--- src/rtl/vga_timing_pkg.sv ---
// Shared VGA 640x480@60 timing constants and helpers, reused by the sync generator
// and by the drawing stages that need to know where the visible window lies.
package vga_timing_pkg;

    localparam int unsigned COUNT_W = 10;

    localparam int unsigned H_VISIBLE_DEF = 640;
    localparam int unsigned H_FRONT_DEF   = 16;
    localparam int unsigned H_SYNC_DEF    = 96;
    localparam int unsigned H_BACK_DEF    = 48;

    localparam int unsigned V_VISIBLE_DEF = 480;
    localparam int unsigned V_FRONT_DEF   = 10;
    localparam int unsigned V_SYNC_DEF    = 2;
    localparam int unsigned V_BACK_DEF    = 33;

    localparam int unsigned H_TOTAL = H_VISIBLE_DEF + H_FRONT_DEF + H_SYNC_DEF + H_BACK_DEF;
    localparam int unsigned V_TOTAL = V_VISIBLE_DEF + V_FRONT_DEF + V_SYNC_DEF + V_BACK_DEF;

    localparam int unsigned H_SYNC_START = H_VISIBLE_DEF + H_FRONT_DEF;
    localparam int unsigned H_SYNC_END   = H_SYNC_START + H_SYNC_DEF - 1;
    localparam int unsigned V_SYNC_START = V_VISIBLE_DEF + V_FRONT_DEF;
    localparam int unsigned V_SYNC_END   = V_SYNC_START + V_SYNC_DEF - 1;

    typedef logic [COUNT_W-1:0] count_t;

    // Inclusive window test used for the sync pulses.
    function automatic logic in_window(count_t value, count_t first, count_t last);
        return (value >= first) && (value <= last);
    endfunction

endpackage

--- src/rtl/mod_counter.sv ---
// Modulo-N wrap counter with enable; wrap_o flags the enabled step from N-1 back to 0.
module mod_counter #(
    parameter int unsigned Width   = 10,
    parameter int unsigned Modulus = 800
) (
    input  logic             clk_i,
    input  logic             rst_i,
    input  logic             en_i,
    output logic [Width-1:0] count_o,
    output logic             wrap_o
);

    localparam logic [Width-1:0] MaxCount = Width'(Modulus - 1);

    logic [Width-1:0] count_q, count_d;

    always_comb begin
        wrap_o  = en_i && (count_q == MaxCount);
        count_d = count_q;
        if (wrap_o) begin
            count_d = '0;
        end else if (en_i) begin
            count_d = count_q + 1'b1;
        end
    end

    always_ff @(posedge clk_i) begin
        if (rst_i) begin
            count_q <= '0;
        end else begin
            count_q <= count_d;
        end
    end

    assign count_o = count_q;

endmodule

--- src/rtl/vga_sync_gen.sv ---
// VGA raster timing generator: stage 1 registers position/sync/blanking from the
// counters, stage 2 gates the drawing stage's colour and realigns syncs to it.
module vga_sync_gen
    import vga_timing_pkg::*;
#(
    parameter int unsigned H_VISIBLE = H_VISIBLE_DEF,
    parameter int unsigned H_FRONT   = H_FRONT_DEF,
    parameter int unsigned H_SYNC    = H_SYNC_DEF,
    parameter int unsigned H_BACK    = H_BACK_DEF,
    parameter int unsigned V_VISIBLE = V_VISIBLE_DEF,
    parameter int unsigned V_FRONT   = V_FRONT_DEF,
    parameter int unsigned V_SYNC    = V_SYNC_DEF,
    parameter int unsigned V_BACK    = V_BACK_DEF
) (
    input  logic       pixel_clock,
    input  logic       reset,
    input  logic       red_in,
    input  logic       green_in,
    input  logic       blue_in,
    output logic [9:0] pixel_row,
    output logic [9:0] pixel_col,
    output logic       video_on,
    output logic       h_sync,
    output logic       v_sync,
    output logic       frame_start,
    output logic       vga_red,
    output logic       vga_green,
    output logic       vga_blue,
    output logic       vga_h_sync,
    output logic       vga_v_sync
);

    localparam int unsigned HTotal = H_VISIBLE + H_FRONT + H_SYNC + H_BACK;
    localparam int unsigned VTotal = V_VISIBLE + V_FRONT + V_SYNC + V_BACK;

    localparam count_t HVisEnd    = count_t'(H_VISIBLE);
    localparam count_t VVisEnd    = count_t'(V_VISIBLE);
    localparam count_t HSyncFirst = count_t'(H_VISIBLE + H_FRONT);
    localparam count_t HSyncLast  = count_t'(H_VISIBLE + H_FRONT + H_SYNC - 1);
    localparam count_t VSyncFirst = count_t'(V_VISIBLE + V_FRONT);
    localparam count_t VSyncLast  = count_t'(V_VISIBLE + V_FRONT + V_SYNC - 1);

    count_t h_count, v_count;
    logic   h_wrap;
    logic   unused_v_wrap;

    mod_counter #(
        .Width  (COUNT_W),
        .Modulus(HTotal)
    ) u_h_counter (
        .clk_i  (pixel_clock),
        .rst_i  (reset),
        .en_i   (1'b1),
        .count_o(h_count),
        .wrap_o (h_wrap)
    );

    mod_counter #(
        .Width  (COUNT_W),
        .Modulus(VTotal)
    ) u_v_counter (
        .clk_i  (pixel_clock),
        .rst_i  (reset),
        .en_i   (h_wrap),
        .count_o(v_count),
        .wrap_o (unused_v_wrap)
    );

    // Stage 1: decode of the current counter position.
    logic video_on_d, h_sync_d, v_sync_d, frame_start_d;

    always_comb begin
        video_on_d    = (h_count < HVisEnd) && (v_count < VVisEnd);
        h_sync_d      = !in_window(h_count, HSyncFirst, HSyncLast);
        v_sync_d      = !in_window(v_count, VSyncFirst, VSyncLast);
        frame_start_d = (h_count == '0) && (v_count == '0);
    end

    count_t row_q, col_q;
    logic   video_on_q, h_sync_q, v_sync_q, frame_start_q;
    logic   vga_red_q, vga_green_q, vga_blue_q, vga_h_sync_q, vga_v_sync_q;

    always_ff @(posedge pixel_clock) begin
        if (reset) begin
            row_q         <= '0;
            col_q         <= '0;
            video_on_q    <= 1'b0;
            h_sync_q      <= 1'b1;
            v_sync_q      <= 1'b1;
            frame_start_q <= 1'b0;
            vga_red_q     <= 1'b0;
            vga_green_q   <= 1'b0;
            vga_blue_q    <= 1'b0;
            vga_h_sync_q  <= 1'b1;
            vga_v_sync_q  <= 1'b1;
        end else begin
            row_q         <= v_count;
            col_q         <= h_count;
            video_on_q    <= video_on_d;
            h_sync_q      <= h_sync_d;
            v_sync_q      <= v_sync_d;
            frame_start_q <= frame_start_d;
            // Stage 2: colour arrives for the stage-1 position, so gate with stage-1 blanking.
            vga_red_q     <= red_in & video_on_q;
            vga_green_q   <= green_in & video_on_q;
            vga_blue_q    <= blue_in & video_on_q;
            vga_h_sync_q  <= h_sync_q;
            vga_v_sync_q  <= v_sync_q;
        end
    end

    assign pixel_row   = row_q;
    assign pixel_col   = col_q;
    assign video_on    = video_on_q;
    assign h_sync      = h_sync_q;
    assign v_sync      = v_sync_q;
    assign frame_start = frame_start_q;
    assign vga_red     = vga_red_q;
    assign vga_green   = vga_green_q;
    assign vga_blue    = vga_blue_q;
    assign vga_h_sync  = vga_h_sync_q;
    assign vga_v_sync  = vga_v_sync_q;

endmodule

--- config.mk ---
export PLATFORM = sky130hd
export DESIGN_NAME = vga_sync_gen
export DESIGN_NICKNAME = d
export VERILOG_FILES = /design/src/rtl/vga_timing_pkg.sv /design/src/rtl/mod_counter.sv /design/src/rtl/vga_sync_gen.sv
export SDC_FILE = /design/constraint.sdc
export NUM_CORES = 1
export LEC_CHECK = 0
export ABC_AREA = 1
export ABC_CLOCK_PERIOD_IN_PS = 3710
export BUFFER_PORTS_ARGS = -buffer_cell sky130_fd_sc_hd__clkbuf_2
export CORE_UTILIZATION = 61
export CTS_BUF_LIST = sky130_fd_sc_hd__clkbuf_4 sky130_fd_sc_hd__clkbuf_8
export CTS_CLUSTER_SIZE = 30
export DETAILED_ROUTE_END_ITERATION = 8
export PLACE_DENSITY = 0.93
export SLEW_MARGIN = 25
export SYNTH_ARGS = -nofsm -noshare
export SYNTH_HDL_FRONTEND = slang
export SYNTH_SLANG_ARGS = --single-unit
--- constraint.sdc ---
create_clock -name pixel_clock -period 3.71 [get_ports pixel_clock]
set_clock_uncertainty 0.15 [all_clocks]
set_input_delay 0.1855 -clock pixel_clock [delete_from_list [all_inputs] [get_ports pixel_clock]]
set_output_delay 0.1855 -clock pixel_clock [all_outputs]
set_load 0.02 [all_outputs]
==> results.tsv <==
metric	value	unit
ioPinCount	34	
area_growth	15.0	%
dieArea	3400	µm²
die_h	58.3	µm
hpwl	2570	µm
grt_usage	24.3	%
grt_overflow	0	
design_area	2220	µm²
htree_num_levels	2	
peakVddDrop	0.222	mV
rsz0062_at_grt	no	
grt_pass1_wl	6130	µm
rows	20	
syn_nets	263	
cts_root_buf	clkbuf_4	
cts_tree	yes	
ys.warnings.count	0	
min_period	1.87	ns
startpoint	u_h_counter.count_o[0]	
postRouteAntennaNets	0	
period_share	50.5	%
fillCellCount	207	
place_ws	1.89	ns
antenna_cells	0	
synthDistinctLibCells	26	
clk_pin_slew	0.14	ns
final_common_cell	nor2_1	
initial_utilization	63.8	%
cts.path.max_buffers	2	
finalSetupViolCount	0	
hold_viol	0	
worst_pin_slew	0.482	ns
route.met3.wl	230	µm
detail_route.iter0.violations	68	
power_density	397	nW/µm²
numCtsBuffers	5	
avgSynthCellArea	7.61	µm²
clock-sinks	49	
wirelength	3810	µm
vias	1655	
grt_pass1_vias	1391	
fin_setup_tns	0	ns
grt_start_max_net_pins	28	
crit_type	reg2reg	
ys_seq_area_share	50.8	%
min_path_type	in2reg	
fmax	534	MHz
max_cap_violations	0	
maxSlewHeadroom	67.9	%
portBuffers	33	
r2r_start	u_h_counter.count_o[0]	
wl_met2	1720	µm
drtPass1Iterations	4	
fin_ws	1.84	ns
start_kind	flop	
path_max_fanout	11	
status	complete, no violations	
syn_area	1930	µm²
antenna_found_initial	0	
top_layer_used	met4	
synthCells	254	
drt-wirelength-per-cell	11.4	µm
power.leakage	1.05	nW
clk_latency	0.36	ns
worst_setup_path_end_kind	flop	
vias_per_cell	4.94	
arrival	1.99	ns
final_cell_mix	nor2_1 (54), nand2_1 (53), dfxtp_1 (49)	
slew_violations	0	
chipWidth	58.3	µm
required	3.83	ns
gp_congestion	0.908	
drive_gt1_share	17.9	%
min_from	reset	
ys_seq_elements	49	
place_area	2110	µm²
core	3030	µm²
drc	0	
m1WireLength	1730	µm
final_nets	299	
[synth_stat cells, drive strengths merged]
cell type / n / area (µm²)
nor4: 1 / 6.26
dfxtp: 49 / 981
a21oi: 8 / 40.0
xnor2: 1 / 8.76
o2111ai: 1 / 8.76
nand3: 14 / 70.1
ha: 4 / 50.1
clkbuf: 4 / 16.3
nor3: 2 / 10.0
o21ai: 5 / 25.0
nor3b: 1 / 12.5
nor2: 56 / 220
buf: 3 / 27.5
or2: 2 / 12.5
xor2: 4 / 35.0
o22ai: 1 / 6.26
nand4: 8 / 50.1
nand2: 58 / 230
inv: 31 / 116
clkinv: 1 / 5.00
[worst paths after layout]
kind,to,slack (ns),depth (start not counted)
worst min register to register,vga_v_sync,0.32,1
worst min-delay path,pixel_col[3],0.17,2
worst max-delay path,u_v_counter.count_o[3],1.84,8
worst max register to register,u_v_counter.count_o[3],1.84,8
[metrics by stage]
stage / utilization, % / cells / hold slack (ns) / total power (W)
3_5_place_dp: 69.6 / 324 / 0.252 / 0.000584
2_1_floorplan: - / 254 / 0.158 / 0.000574
6_report: 73.4 / 335 / 0.167 / 0.000881
4_1_cts: 73.4 / 335 / 0.168 / 0.000888
3_3_place_gp: 69.6 / 324 / 0.248 / 0.000583
5_1_grt: 73.4 / 335 / 0.194 / 0.000916
[where the power goes]
| group | internal [W] | switching [W] | total, W |
|---|---|---|---|
| Combinational | 0.0000132 | 0.0000244 | 0.0000376 |
| Clock | 0.000143 | 0.000163 | 0.000306 |
| Sequential | 0.000534 | 0.00000441 | 0.000538 |
[area by class of cell]
cell class | count | area [µm²] | area share [%]
clock inverter | 3 | 46.3 | 2.08
timing repair buffer | 36 | 195 | 8.78
multi-input combinational | 166 | 786 | 35.4
tap | 44 | 55.1 | 2.48
inverter | 32 | 121 | 5.46
clock buffer | 5 | 37.5 | 1.69
sequential | 49 | 981 | 44.1
[registers in the layout (all words and copies together) (netlist names)]
signal and cells:
vga_h_sync 1, pixel_row 10, vga_v_sync 1, u_v_counter.count_o 10
vga_green 1, video_on 1, v_sync 1, vga_red 1
h_sync 1, vga_blue 1, pixel_col 10, u_h_counter.count_o 10
frame_start 1
[cells by family (layout without fill, tap and decap cells)]
group / Yosys count / after routing / share of synthesized area (%)
and+or+nand+nor: 142 / 142 / 31.7
adders and majority gates: 4 / 4 / 2.59
DFF: 49 / 49 / 50.8
buffers and inverters: 39 / 76 / 8.55
AOI/OAI and AO/OA: 15 / 15 / 4.15
xor gates and xnor gates: 5 / 5 / 2.27
[repair_timing]
item	in CTS	in global routing
hold buffers	3	0
hold endpoints to repair	3	0
setup endpoints to repair	0	0
buffers inserted	0	0
gates resized for setup	0	0
[critical path, cell delays in order, from the launching register on]
cell and delay [ns]:
dfxtp_1 0.40, ha_1 0.20, nand2_2 0.09, nor2_4 0.14
nand3_1 0.10, nand2_1 0.30, nand2_2 0.21, nand2_1 0.14
inv_1 0.05
[routing by layer]
layer / global-route usage [%] / up-vias
met2: 38.1 / 68
met5: 0 / -
met3: 5.13 / 16
li1: - / 860
met1: 31.4 / 711
met4: 12.9 / 0
(Power assumes the default switching activity.)
